$ cat src/rtl/hft_pkg.sv
// Shared types and constants for the arbitrage datapath, plus the edge-relaxation
// predicate shared with the Bellman-Ford relaxation engine.
package hft_pkg;

  localparam int NODES    = 4;
  localparam int PRED_W   = 3;
  localparam int WEIGHT_W = 24;
  localparam int WORD_W   = PRED_W + WEIGHT_W;
  localparam int IDX_W    = $clog2(NODES);

  // Largest positive weight marks a vertex the relaxation never reached
  localparam logic [WEIGHT_W-1:0] INF = {1'b0, {(WEIGHT_W-1){1'b1}}};

  typedef struct packed {
    logic [PRED_W-1:0]   pred;
    logic [WEIGHT_W-1:0] weight;
  } vert_word_t;

  typedef enum logic [2:0] {
    IDLE,
    SCAN,
    WALK,
    EMIT,
    FIN
  } arb_state_t;

  // One extra bit on the sum so two large negatives cannot wrap positive
  function automatic logic edge_relaxable(input logic [WEIGHT_W-1:0] w_src,
                                          input logic [WEIGHT_W-1:0] e,
                                          input logic [WEIGHT_W-1:0] w_dst);
    logic signed [WEIGHT_W:0] sum;
    sum = $signed({w_src[WEIGHT_W-1], w_src}) + $signed({e[WEIGHT_W-1], e});
    return (e != '0) && (w_src != INF) &&
           (sum < $signed({w_dst[WEIGHT_W-1], w_dst}));
  endfunction

endpackage

$ cat src/rtl/arb_cycle_extract.sv
// Detects a negative cycle with one extra relaxation scan, walks the predecessor
// chain onto the cycle and streams its vertices in predecessor order.
//   state | meaning
//   IDLE  | waiting for start; done/found/err hold last result
//   SCAN  | one edge per cycle, row-major, looking for a relaxable edge
//   WALK  | NODES predecessor hops so the pointer lands on the cycle
//   EMIT  | stream cycle vertices until the chain returns to head
//   FIN   | publish done, drop busy
module arb_cycle_extract
  import hft_pkg::*;
(
  input  logic                                     clk,
  input  logic                                     reset,
  input  logic                                     start,
  input  logic [NODES-1:0][NODES-1:0][WEIGHT_W-1:0] adjmat,
  input  vert_word_t [NODES-1:0]                   vertmat,
  output logic                                     busy,
  output logic                                     done,
  output logic                                     found,
  output logic                                     err,
  output logic [PRED_W:0]                          cyc_len,
  output logic                                     out_valid,
  input  logic                                     out_ready,
  output logic [PRED_W-1:0]                        out_vertex,
  output logic                                     out_last
);

  localparam logic [PRED_W-1:0]  NODES_P   = PRED_W'(NODES);
  localparam logic [PRED_W:0]    CYC_MAX   = (PRED_W+1)'(NODES);
  localparam logic [IDX_W-1:0]   WALK_INIT = IDX_W'(NODES-1);
  localparam logic [2*IDX_W-1:0] SCAN_LAST = {IDX_W'(NODES-1), IDX_W'(NODES-1)};

  arb_state_t           state_q, state_d;
  logic [2*IDX_W-1:0]   scan_q, scan_d;
  logic [PRED_W-1:0]    v_q, v_d;
  logic [PRED_W-1:0]    head_q, head_d;
  logic [IDX_W-1:0]     walk_q, walk_d;
  logic [PRED_W:0]      cyc_len_q, cyc_len_d;
  logic                 busy_q, busy_d;
  logic                 done_q, done_d;
  logic                 found_q, found_d;
  logic                 err_q, err_d;

  logic [IDX_W-1:0]     scan_i, scan_j;
  logic [PRED_W-1:0]    cur_pred;
  logic                 bad_pred;

  assign scan_i   = scan_q[2*IDX_W-1:IDX_W];
  assign scan_j   = scan_q[IDX_W-1:0];
  // v_q only ever holds a checked index, so its low bits address vertmat safely
  assign cur_pred = vertmat[v_q[IDX_W-1:0]].pred;
  assign bad_pred = (cur_pred >= NODES_P);

  always_comb begin
    state_d    = state_q;
    scan_d     = scan_q;
    v_d        = v_q;
    head_d     = head_q;
    walk_d     = walk_q;
    cyc_len_d  = cyc_len_q;
    busy_d     = busy_q;
    done_d     = done_q;
    found_d    = found_q;
    err_d      = err_q;
    out_valid  = 1'b0;
    out_vertex = '0;
    out_last   = 1'b0;

    case (state_q)
      IDLE: begin
        if (start) begin
          state_d   = SCAN;
          scan_d    = '0;
          cyc_len_d = '0;
          busy_d    = 1'b1;
          done_d    = 1'b0;
          found_d   = 1'b0;
          err_d     = 1'b0;
        end
      end
      SCAN: begin
        if (edge_relaxable(vertmat[scan_i].weight, adjmat[scan_i][scan_j],
                           vertmat[scan_j].weight)) begin
          v_d     = PRED_W'(scan_j);
          walk_d  = WALK_INIT;
          state_d = WALK;
        end else if (scan_q == SCAN_LAST) begin
          state_d = FIN;
        end else begin
          scan_d = scan_q + (2*IDX_W)'(1);
        end
      end
      WALK: begin
        if (bad_pred) begin
          err_d   = 1'b1;
          found_d = 1'b0;
          state_d = FIN;
        end else begin
          v_d = cur_pred;
          if (walk_q == '0) begin
            head_d  = cur_pred;
            state_d = EMIT;
          end else begin
            walk_d = walk_q - IDX_W'(1);
          end
        end
      end
      EMIT: begin
        if (bad_pred) begin
          err_d   = 1'b1;
          found_d = 1'b0;
          state_d = FIN;
        end else begin
          out_valid  = 1'b1;
          out_vertex = v_q;
          out_last   = (cur_pred == head_q);
          if (out_ready) begin
            v_d = cur_pred;
            if (cyc_len_q != CYC_MAX) cyc_len_d = cyc_len_q + (PRED_W+1)'(1);
            if (out_last) begin
              found_d = 1'b1;
              state_d = FIN;
            end
          end
        end
      end
      FIN: begin
        busy_d  = 1'b0;
        done_d  = 1'b1;
        state_d = IDLE;
      end
      default: state_d = IDLE;
    endcase
  end

  always_ff @(posedge clk or negedge reset) begin
    if (!reset) begin
      state_q   <= IDLE;
      scan_q    <= '0;
      v_q       <= '0;
      head_q    <= '0;
      walk_q    <= '0;
      cyc_len_q <= '0;
      busy_q    <= 1'b0;
      done_q    <= 1'b0;
      found_q   <= 1'b0;
      err_q     <= 1'b0;
    end else begin
      state_q   <= state_d;
      scan_q    <= scan_d;
      v_q       <= v_d;
      head_q    <= head_d;
      walk_q    <= walk_d;
      cyc_len_q <= cyc_len_d;
      busy_q    <= busy_d;
      done_q    <= done_d;
      found_q   <= found_d;
      err_q     <= err_d;
    end
  end

  assign busy    = busy_q;
  assign done    = done_q;
  assign found   = found_q;
  assign err     = err_q;
  assign cyc_len = cyc_len_q;

endmodule
$ cat config.mk
export PLATFORM = sky130hd
export DESIGN_NAME = arb_cycle_extract
export DESIGN_NICKNAME = d
export VERILOG_FILES = /design/src/rtl/hft_pkg.sv /design/src/rtl/arb_cycle_extract.sv
export SDC_FILE = /design/constraint.sdc
export NUM_CORES = 1
export LEC_CHECK = 0
export ABC_AREA = 1
export CAP_MARGIN = 10
export CELL_PAD_IN_SITES_DETAIL_PLACEMENT = 0
export CELL_PAD_IN_SITES_GLOBAL_PLACEMENT = 1
export CORE_AREA = 2 2 147 293
export DETAILED_ROUTE_END_ITERATION = 8
export DIE_AREA = 0 0 149 295
export GPL_TIMING_DRIVEN = 0
export PLACE_DENSITY = 0.78
export SLEW_MARGIN = 20
export SYNTH_ARGS = -nofsm -noshare
export SYNTH_HDL_FRONTEND = slang
export SYNTH_SLANG_ARGS = --single-unit
export TNS_END_PERCENT = 20
$ cat constraint.sdc
create_clock -name clk -period 4.76 [get_ports clk]
set_clock_uncertainty 0.05 [all_clocks]
set_input_delay 0.952 -clock clk [delete_from_list [all_inputs] [get_ports clk]]
set_output_delay 0.952 -clock clk [all_outputs]
set_load 0.02 [all_outputs]
==> results of run 1 <==
tightest hold or removal path, cell delays in order (launching register included):
cell	delay [ns]
dfrtp_1	0.34
nand2_1	0.06
nand2_1	0.05
metal layers:
metal,track usage,vias up,wire length [um]
li1,-,6966,-
met1,0.318,6752,25200
met2,0.597,735,37400
met3,0.0451,201,4420
met4,0.205,4,5960
met5,0,-,28
registers in the layout (all words and copies together) (netlist names), 2 cells and up:
signal   flops
scan_q       4
cyc_len      4
walk_q       2
v_q          3
state_q      3
head_q       3
cell type report:
type                       count  area [sq um]  area share
antenna                       10          25.0     0.00147
buffer                       111           886      0.0519
clock buffer                   4          78.8     0.00462
inverter                     258           981      0.0575
multi-input combinational   1431          8330       0.488
sequential                    23           577      0.0338
tap                          540           676      0.0396
timing repair buffer         565          5520       0.323
final timing paths:
kind / from / endpoint / slack (ns) / cells after the start
setup / recovery: adjmat[211] / walk_q[1]$_DFFE_PN0P_ / -0.24 / 29
hold / removal: walk_q[1]$_DFFE_PN0P_ / walk_q[1]$_DFFE_PN0P_ / 0.43 / 2
setup reg to reg: scan_q[2]$_DFFE_PN0P_ / walk_q[1]$_DFFE_PN0P_ / -0.24 / 33
hold reg to reg: walk_q[1]$_DFFE_PN0P_ / walk_q[1]$_DFFE_PN0P_ / 0.43 / 2
max in group asynchronous: reset / scan_q[2]$_DFFE_PN0P_ / 3.65 / 1
min in group asynchronous: reset / cyc_len[0]$_DFFE_PN0P_ / 0.62 / 1
cells in the mapped netlist, drive strengths merged:
cell type	count
inv	258
a21o	3
a31oi	2
nand3b	1
nor3	8
o21ai	80
clkbuf	35
a21boi	2
a32o	20
xor2	18
o211ai	39
o21bai	2
o2111ai	1
a221oi	1
nand2	663
and3	2
ha	52
xnor2	8
dfrtp	23
or2	41
buf	77
nand4	11
a21oi	68
fa	1
nor2	116
nand3	291
nor4	1
cells by family (layout without fill, tap and decap cells):
group,Yosys count,after routing,share of synthesized area
other cells,0,10,0
compound gates,218,218,0.145
flops,23,23,0.0632
xor+xnor,26,26,0.0250
simple gates,1134,1134,0.525
fa+ha+maj,53,53,0.0736
buf+inv,370,938,0.169
metrics by stage:
step                std cells  worst slack, ns  cell area, sq um  utilization
finish                   2942           -0.240             17100        0.410
CTS                      2918           -0.267             16600        0.399
detailed placement       2872            -2.11             14900        0.357
global placement         2872            -2.14             14900        0.357
floorplan                1824         0.000565              9110            -
global route             2940           -0.451             17100        0.410
power by group through the flow:
stage	clock network (W)	registers (W)	logic [W]
floorplan	0	0.000313	0.00258
global placement	0	0.000302	0.00424
detailed placement	0	0.000303	0.00429
CTS	0.000188	0.000301	0.00554
global route	0.000198	0.000306	0.00633
finish	0.000183	0.000301	0.00588
what timing repair did:
item | 4_1_cts | 5_1_grt
endpoints found under the setup margin | 12 | 12
pin swaps | 151 | 83
gates resized for setup | 415 | 84
hold buffers | 0 | 0
setup buffers | 41 | 15
hold endpoints to repair | 0 | 0
gates cloned | 1 | 0
==> impl_results.md, run 1 <==
* Status: finished with violations
* Failing checks: negative setup slack
* Number of core rows at 106
* CTS clk-pin slew, worst paths at 0.06 ns
* Post-layout minimum cycle time at 5.00 ns
* YS warnings at 0
* Synth Register Bits at 23
* Biggest area consumer among synthesized cells: nand2_1
* Flop pwr share at 0.047
* Most common cell on crit path: nand2_2
* # IOs at 509
* Post-Syn Nets at 2373
* Detail Route Antenna Nets at 0
* Clk sinks at 23
* Largest cells by area after synthesis: nand2_1, nand3_1, inv_1
* Netlist cell types at 36
* PD cells at 373 mW/mm^2
* FMAX at 200 MHz
* Lkg Pwr at 8.12 nW
* Chip height at 295 um
* Largest net degree at the start of global routing at 24
* Comb pwr share at 0.924
* CP Class: in -> reg
* Area grow syn2layout at 87.4%
* CTS tree: done
* Avg Vias per Cell at 4.98
* Worst setup slack after layout at -0.240 ns
* Required @ worst endpoint at 4.86 ns
* Yosys top cell area share at 0.272
* Slew @ Worst Pin at 0.841 ns
* Core area at 0.0416 sq mm
* Total power draw at 0.00636 W
* Crit share post-route at 1.05
* Most common cell after layout, fill and taps aside: nand2_1
* Gr ovfl total at 0
* Drt first pass iters at 5
* First-pass GRT wire length at 101 mm
* Startpoint Class: input port
* Fillers at 4664
* Crit Path Max Fanout at 6
* Htree depth at 1
* Switching power at 0.00351 W
* Post-Syn Area at 0.00911 sq mm
* CP Capture Type: flop
* Slew headroom at 0.439
* Syn_area_per_cell at 4.99 sq um
* Die footprint at 0.0440 sq mm
* Slowest stage cell, crit path: clkdlybuf4s50_1
* Initial Util at 0.219
* Port bufs at 508
* Clock Power Share at 0.029
* DRC viols at 0
* Hold WS at 0.432 ns
* Fraction of layout cells with a size suffix above 1 at 0.163
* Most frequent cells in the layout: nand2_1, clkdlybuf4s50_1, inv_1, nand3_1, nor2_1
* Slew Viols, Final at 0
* DR iter-0 viols at 825
* VDD IR max at 0.000346 V
* Die width at 149 um
* Total CTS buffers at 3
* Nets at 2942
* Total track usage at 0.316
* Synth Instances at 1824
* Internal at 0.00285 W
* Crit path max-delay family: simple AND/OR/NAND/NOR gates
* Setup TNS at -2.38 ns
* Wire per inst at 24.8 um
* Hold Fails Final Rpt at 0
* RSZ-0062 raised after global routing: yes
* Sequential cell area fraction in the yosys report at 0.0632
* Hold Crit Class: reg -> reg
* Vias in the first global route at 14900
* Post-Route WL at 73.0 mm
* WP buf/inv at 3
* Vias at 14700
* Max-Cap Viols at 0
* Max incr delay on CP at 0.47 ns
* GPL Wtd Cong at 0.958
* Clock Latency Late Sink at 0.25 ns
* Crit path DAT at 5.10 ns
* Max Buffers Root-to-Sink at 2
* Initial antenna violation count at 12
* Final setup violation count at 12
* Sw Share at 0.551
* Post-DP HPWL at 60.7 mm
* Clock Root Buffer: clkbuf_16
Power figures use the tool's default switching activity.
==> run 2: changes to the inputs <==
Settings changed: PLACE_DENSITY 0.78 to unset, PLACE_DENSITY_LB_ADDON set to 0.1.
==> run 2 against run 1 <==
  * The run still ends with negative setup slack left
  * Count of clock-buffer cells in the layout decreased by 1
  * Hold slack got worse by 0.0067 ns
  * Critical path type unchanged
  * Sequential share of layout area fell by 0.12 points
  * Utilization rose by 1.6 points
==> impl_results.md, run 2 (same netlist as run 1, synthesis figures left out) <==
* Final setup violation count at 12 (unchanged)
* Flop pwr share at 0.045 (-0.002)
* Setup TNS at -3.16 ns (-0.771 ns)
* Dpl cells at 2872 (unchanged)
* Setup crit start: adjmat[289]
* Lkg Pwr at 8.57 nW (+5.5%)
* CP Capture Type: flop
* Met2 routed WL at 41.3 mm (+11%)
* Chip height at 295 um (unchanged)
* Post-Route WL at 76.1 mm (+4.4%)
* DR iter-0 viols at 889 (+7.8%)
* Area grow syn2layout at 94.8%
* Number of core rows at 106 (unchanged)
* Initial Util at 0.219 (unchanged)
* CTS tree: done
* Hold Crit Class: reg -> reg
* Most common cell on crit path: nand2_2
* Hold Fails Final Rpt at 0 (unchanged)
* CTS clk-pin slew, worst paths at 0.07 ns (about the same)
* Die width at 149 um (unchanged)
* Clock Latency Late Sink at 0.28 ns (+0.03 ns)
* Avg Vias per Cell at 5.03 (+0.87%)
* Startpoint Class: input port
* CTS Hold Bufs at 0 (unchanged)
* R2R setup slack at -0.27 ns (-0.03 ns)
* Met3 Routed Length at 4.74 mm (+7.4%)
* Port bufs at 508 (unchanged)
* Multi-input gate area at 0.00862 sq mm (+3.5%)
* Internal at 0.00306 W (+7.2%)
* Htree depth at 1 (unchanged)
* Max Buffers Root-to-Sink at 2 (unchanged)
* Total track usage at 0.329 (+0.0125)
* Vias at 15000 (+2.3%)
* Wire per inst at 25.5 um (+2.9%)
* VDD IR max at 0.000307 V (-11%)
* # IOs at 509 (unchanged)
* R2R Path End: v_q[0]$_DFFE_PN0P_
* Hold Path End: walk_q[1]$_DFFE_PN0P_
* Nets at 2974 (+1.1%)
* Slowest stage cell, crit path: clkdlybuf4s50_1
* Sw Share at 0.549 (-0.00218)
* Clock Root Buffer: clkbuf_16
* M1 wire length at 25.1 mm (-0.34%)
* DRC viols at 0 (unchanged)
* Max layer used: met5
* Largest net degree at the start of global routing at 24 (unchanged)
* HP Start: walk_q[1]$_DFFE_PN0P_
* Detail Route Antenna Nets at 0 (unchanged)
* Most frequent cells in the layout: nand2_1, clkdlybuf4s50_1, inv_1, nand3_1, nor2_1
* Register area at 578 sq um (+0.22%)
* Slew Viols, Final at 0 (unchanged)
* FMAX at 197 MHz (-1.3%)
* GPL Wtd Cong at 0.956 (-0.24%)
* Core area at 0.0416 sq mm (unchanged)
* Die footprint at 0.0440 sq mm (unchanged)
* Comb pwr share at 0.925 (about the same)
* Status: finished with violations
* Vias in the first global route at 15000 (+0.60%)
* Pre-CTS setup slack at -2.25 ns (-0.138 ns)
* Most common cell after layout, fill and taps aside: nand2_1
* Failing checks: negative setup slack
* Worst setup slack after layout at -0.306 ns (-0.0661 ns)
* Clk sinks at 23 (unchanged)
* Max incr delay on CP at 0.41 ns (-0.06 ns)
* Gr ovfl total at 0 (unchanged)
* Fraction of layout cells with a size suffix above 1 at 0.200 (+0.0362)
* Crit Path Max Fanout at 6 (unchanged)
* Crit share post-route at 1.06 (+0.0139)
* Drt first pass iters at 8 (+3)
* First-pass GRT wire length at 104 mm (+2.9%)
* Hold Crit Depth at 2 (unchanged)
* Total CTS buffers at 3 (unchanged)
* RSZ-0062 raised after global routing: yes
* Max-Cap Viols at 0 (unchanged)
* Post-layout minimum cycle time at 5.07 ns (+0.0661 ns)
* Slew @ Worst Pin at 0.943 ns (+0.102 ns)
* Slew headroom at 0.371 (-0.0679)
* Post-DP HPWL at 63.5 mm (+4.5%)
* PD cells at 382 mW/mm^2 (+2.7%)
* Switching power at 0.00373 W (+6.3%)
* Fillers at 4648 (-0.34%)
* Final core occ at 0.426 (+0.0162)
* R2R Path Start: scan_q[2]$_DFFE_PN0P_
* Reg2Reg Depth at 35 (+6.1%)
* Clock Power Share at 0.030 (about the same)
* CP Class: in -> reg
* Final cell count without fillers at 2983 (+1.4%)
* Initial antenna violation count at 15 (+3)
* Required @ worst endpoint at 4.87 ns (about the same)
* Crit path DAT at 5.18 ns (+0.08 ns)
## run 2: changes by cell type in the layout (fill, tap and decap cells not counted), moves of 9 or more
cell,before,now
buf_4,73,96
clkbuf_4,3,13
clkdlybuf4s50_1,452,426
diode_2,10,19
dlymetal6s2s_1,4,23
nand2_4,17,31
nand3_1,217,197
nand3_2,64,85
## run 2: power by group through the flow
stage | logic [W] | registers [W] | clock network, W
2_1_floorplan | 0.00258 | 0.000313 | 0
3_3_place_gp | 0.00430 | 0.000301 | 0
3_5_place_dp | 0.00431 | 0.000302 | 0
4_1_cts | 0.00560 | 0.000300 | 0.000210
5_1_grt | 0.00671 | 0.000313 | 0.000213
6_report | 0.00628 | 0.000306 | 0.000205
## run 2: layer usage
layer	vias to the layer above	track usage
met5	-	0
met4	4	0.166
met3	190	0.0472
met2	705	0.663
met1	7046	0.314
li1	7047	-
## run 2: repair_timing
| item | 4_1_cts | 5_1_grt |
|---|---|---|
| resized for setup | 424 | 195 |
| endpoints found under the setup margin | 12 | 12 |
| pin swaps | 174 | 162 |
| cloned | 0 | 3 |
| setup buffers | 47 | 39 |
## run 2: final cells by class
type | count | share of cell area
Clock buffer | 3 | 0.00423
Clock inverter | 1 | 0.000423
Multi-Input combinational cell | 1431 | 0.486
Timing Repair Buffer | 597 | 0.328
Sequential cell | 23 | 0.0326
Tap cell | 540 | 0.0381
Inverter | 258 | 0.0556
Antenna cell | 19 | 0.00268
Buffer | 111 | 0.0527
## run 2: metrics by stage
stage                     hold slack, ns  cell area (sq um)  total power, W
after floorplan                    0.392               9110         0.00289
after global placement             0.412              14900         0.00460
after detailed placement           0.411              14900         0.00461
after CTS                          0.427              16700         0.00611
after global routing               0.464              17700         0.00723
final                              0.426              17700         0.00679
## run 2: worst max-delay path by stage
stage	to	slack, ns	cells past startpoint
3_3_place_gp	state_q[2]$_DFFE_PN0P_	-2.20	31
4_1_cts	walk_q[0]$_DFFE_PN0P_	-0.23	33
3_5_place_dp	v_q[1]$_DFFE_PN0P_	-2.25	30
2_1_floorplan	walk_q[0]$_DFFE_PN0P_	0.0006	32
5_1_grt	v_q[1]$_DFFE_PN0P_	-0.39	31
6_report	v_q[0]$_DFFE_PN0P_	-0.31	31
## run 2: critical path: cells and delay by family
kind | cells | cell delay [ns]
and+or+nand+nor | 20 | 2.22
AOI/OAI and AO/OA | 6 | 0.76
buffers and inverters | 2 | 0.54
adders and majority gates | 2 | 0.52
xor gates and xnor gates | 1 | 0.19
==> run 3: changes to the inputs <==
Settings changed: PLACE_DENSITY set to 0.86, PLACE_DENSITY_LB_ADDON 0.1 to unset.
==> run 3 against run 2 <==
  * Sequential share of layout area grew 0.12 points
  * Design area fell by 3.8%
  * Die area unchanged
  * The run still ends with negative setup slack left
  * Global-route usage is 0.86 points lower
  * Sequential cell count stayed put
  * Sequential power fell by 1%
  * Maximum frequency up 0.63%
  * Largest cell class unchanged
  * Register-to-register slack hardly changed
  * Utilization fell by 1.6 points
  * Largest power group unchanged
  * Combinational power shrank 6.2%
==> impl_results.md, run 3 (same netlist as run 1, synthesis figures left out) <==
* Status: finished with violations
* Failing checks: negative setup slack
* R2R setup slack at -0.26 ns (about the same)
* Number of core rows at 106 (unchanged)
* Most common cell on crit path: nand2_2
* Slew @ Worst Pin at 0.899 ns (-0.0438 ns)
* Max Buffers Root-to-Sink at 2 (unchanged)
* Setup crit start: vertmat[0]
* R2R Path Start: scan_q[2]$_DFFE_PN0P_
* Core area at 0.0416 sq mm (unchanged)
* Drt first pass iters at 5 (-3)
* Switching power at 0.00353 W (-5.2%)
* Clock Latency Late Sink at 0.26 ns (-0.02 ns)
* Post-Route WL at 74.5 mm (-2.2%)
* Slew Viols, Final at 0 (unchanged)
* Most frequent cells in the layout: nand2_1, clkdlybuf4s50_1, inv_1, nand3_1, nor2_1
* Max-Cap Viols at 0 (unchanged)
* Post-DP HPWL at 61.7 mm (-2.8%)
* Reg2Reg Depth at 32 (-8.6%)
* Internal at 0.00284 W (-7.1%)
* R2R Path End: v_q[1]$_DFFE_PN0P_
* Wire per inst at 25.3 um (-0.96%)
* Comb pwr share at 0.923 (-0.002)
* Lkg Pwr at 8.09 nW (-5.6%)
* Required @ worst endpoint at 4.85 ns (-0.02 ns)
* Vias in the first global route at 15100 (+0.39%)
* Initial Util at 0.219 (unchanged)
* Avg Vias per Cell at 5.06 (+0.66%)
* DRC viols at 0 (unchanged)
* Largest net degree at the start of global routing at 24 (unchanged)
* Startpoint Class: input port
* CP Capture Type: flop
* Total track usage at 0.320 (-0.00863)
* Post-DP Area at 0.0149 sq mm (about the same)
* Initial antenna violation count at 15 (unchanged)
* Total CTS buffers at 3 (unchanged)
* Crit share post-route at 1.06 (-0.00671)
* Hold Fails Final Rpt at 0 (unchanged)
* Hold Crit Class: reg -> reg
* Chip height at 295 um (unchanged)
* GPL Wtd Cong at 0.991 (+3.6%)
* Vias at 14900 (-0.63%)
* Final setup violation count at 12 (unchanged)
* Crit path DAT at 5.12 ns (-0.06 ns)
* Flop pwr share at 0.047 (+0.002)
* Final Cell Area at 0.0171 sq mm (-3.8%)
* CTS clk-pin slew, worst paths at 0.06 ns (about the same)
* Nets at 2941 (-1.1%)
* Max incr delay on CP at 0.50 ns (+0.09 ns)
* VDD IR max at 0.000346 V (+13%)
* Clk sinks at 23 (unchanged)
* Die footprint at 0.0440 sq mm (unchanged)
* Post-layout minimum cycle time at 5.03 ns (-0.0319 ns)
* CTS tree: done
* Sw Share at 0.554 (+0.00504)
* CTS Hold Bufs at 0 (unchanged)
* FMAX at 199 MHz (+0.63%)
* Slew headroom at 0.400 (+0.0292)
* PD cells at 374 mW/mm^2 (-2.3%)
* Area grow syn2layout at 87.3%
* CP Class: in -> reg
* Clock Power Share at 0.030 (about the same)
* Gr ovfl total at 0 (unchanged)
* Most common cell after layout, fill and taps aside: nand2_1
* Detail Route Antenna Nets at 0 (unchanged)
* # IOs at 509 (unchanged)
* Port bufs at 508 (unchanged)
* DR iter-0 viols at 867 (-2.5%)
* Clock Root Buffer: clkbuf_16
* Htree depth at 1 (unchanged)
* RSZ-0062 raised after global routing: yes
* Crit path capture: v_q[1]$_DFFE_PN0P_
* Crit Path Max Fanout at 6 (unchanged)
* Fraction of layout cells with a size suffix above 1 at 0.165 (-0.0349)
* Die width at 149 um (unchanged)
* Total power draw at 0.00638 W (-6.0%)
* Worst setup slack after layout at -0.274 ns (+0.0319 ns)
* First-pass GRT wire length at 101 mm (-2.4%)
* Slowest stage cell, crit path: clkdlybuf4s50_1
## run 3: timing repair
item,4_1_cts,5_1_grt
gates cloned,2,0
endpoints found under the setup margin,12,12
resized for setup,434,67
setup buffers,39,15
pin swaps,133,76
## run 3: area by class of cell
cell class	instances	area, sq um
clock inverter	1	5.00
timing repair buffer	564	5510
clock buffer	3	75.1
multi-input combinational	1431	8320
buffer	111	893
sequential	23	577
fill	4671	24600
inverter	258	976
tap	540	676
antenna	14	35.0
## run 3: worst min-delay path by stage
stage,endpoint,depth (start not counted),start,slack (ns)
after floorplan,walk_q[1]$_DFFE_PN0P_,2,walk_q[1]$_DFFE_PN0P_,0.39
after global placement,walk_q[1]$_DFFE_PN0P_,2,walk_q[1]$_DFFE_PN0P_,0.41
after detailed placement,err$_DFFE_PN0P_,2,err$_DFFE_PN0P_,0.41
after CTS,walk_q[1]$_DFFE_PN0P_,2,walk_q[1]$_DFFE_PN0P_,0.43
after global routing,err$_DFFE_PN0P_,2,err$_DFFE_PN0P_,0.46
final,walk_q[1]$_DFFE_PN0P_,2,walk_q[1]$_DFFE_PN0P_,0.42
## run 3: metal layers
layer	GRT usage	wire length (um)	share of wire
met3	0.0579	5390	0.072
met2	0.594	38000	0.51
met5	0	52	0.00070
met1	0.308	24800	0.33
met4	0.244	6260	0.084
## run 3: power groups by stage
stage | clock network (W) | logic, W | registers, W
after floorplan | 0 | 0.00258 | 0.000313
after global placement | 0 | 0.00425 | 0.000300
after detailed placement | 0 | 0.00430 | 0.000303
after CTS | 0.000194 | 0.00547 | 0.000301
after global routing | 0.000199 | 0.00630 | 0.000309
final | 0.000189 | 0.00589 | 0.000302
## run 3: per-stage QoR
step	cells	setup TNS, ns	util	setup slack [ns]	hold slack (ns)
floorplan	1824	0	-	0.000565	0.392
finish	2945	-2.56	0.410	-0.274	0.417
detailed placement	2872	-24.43	0.357	-2.13	0.415
global route	2941	-4.75	0.410	-0.471	0.461
CTS	2916	-2.53	0.401	-0.264	0.426
global placement	2872	-25.10	0.357	-2.15	0.408
## run 3: critical path, delay by kind of cell
kind                       cells  cell delay (ns)
and+or+nand+nor               16             1.68
xor gates and xnor gates       1             0.08
AOI/OAI and AO/OA              6             0.90
adders and majority gates      3             0.84
buffers and inverters          3             0.62
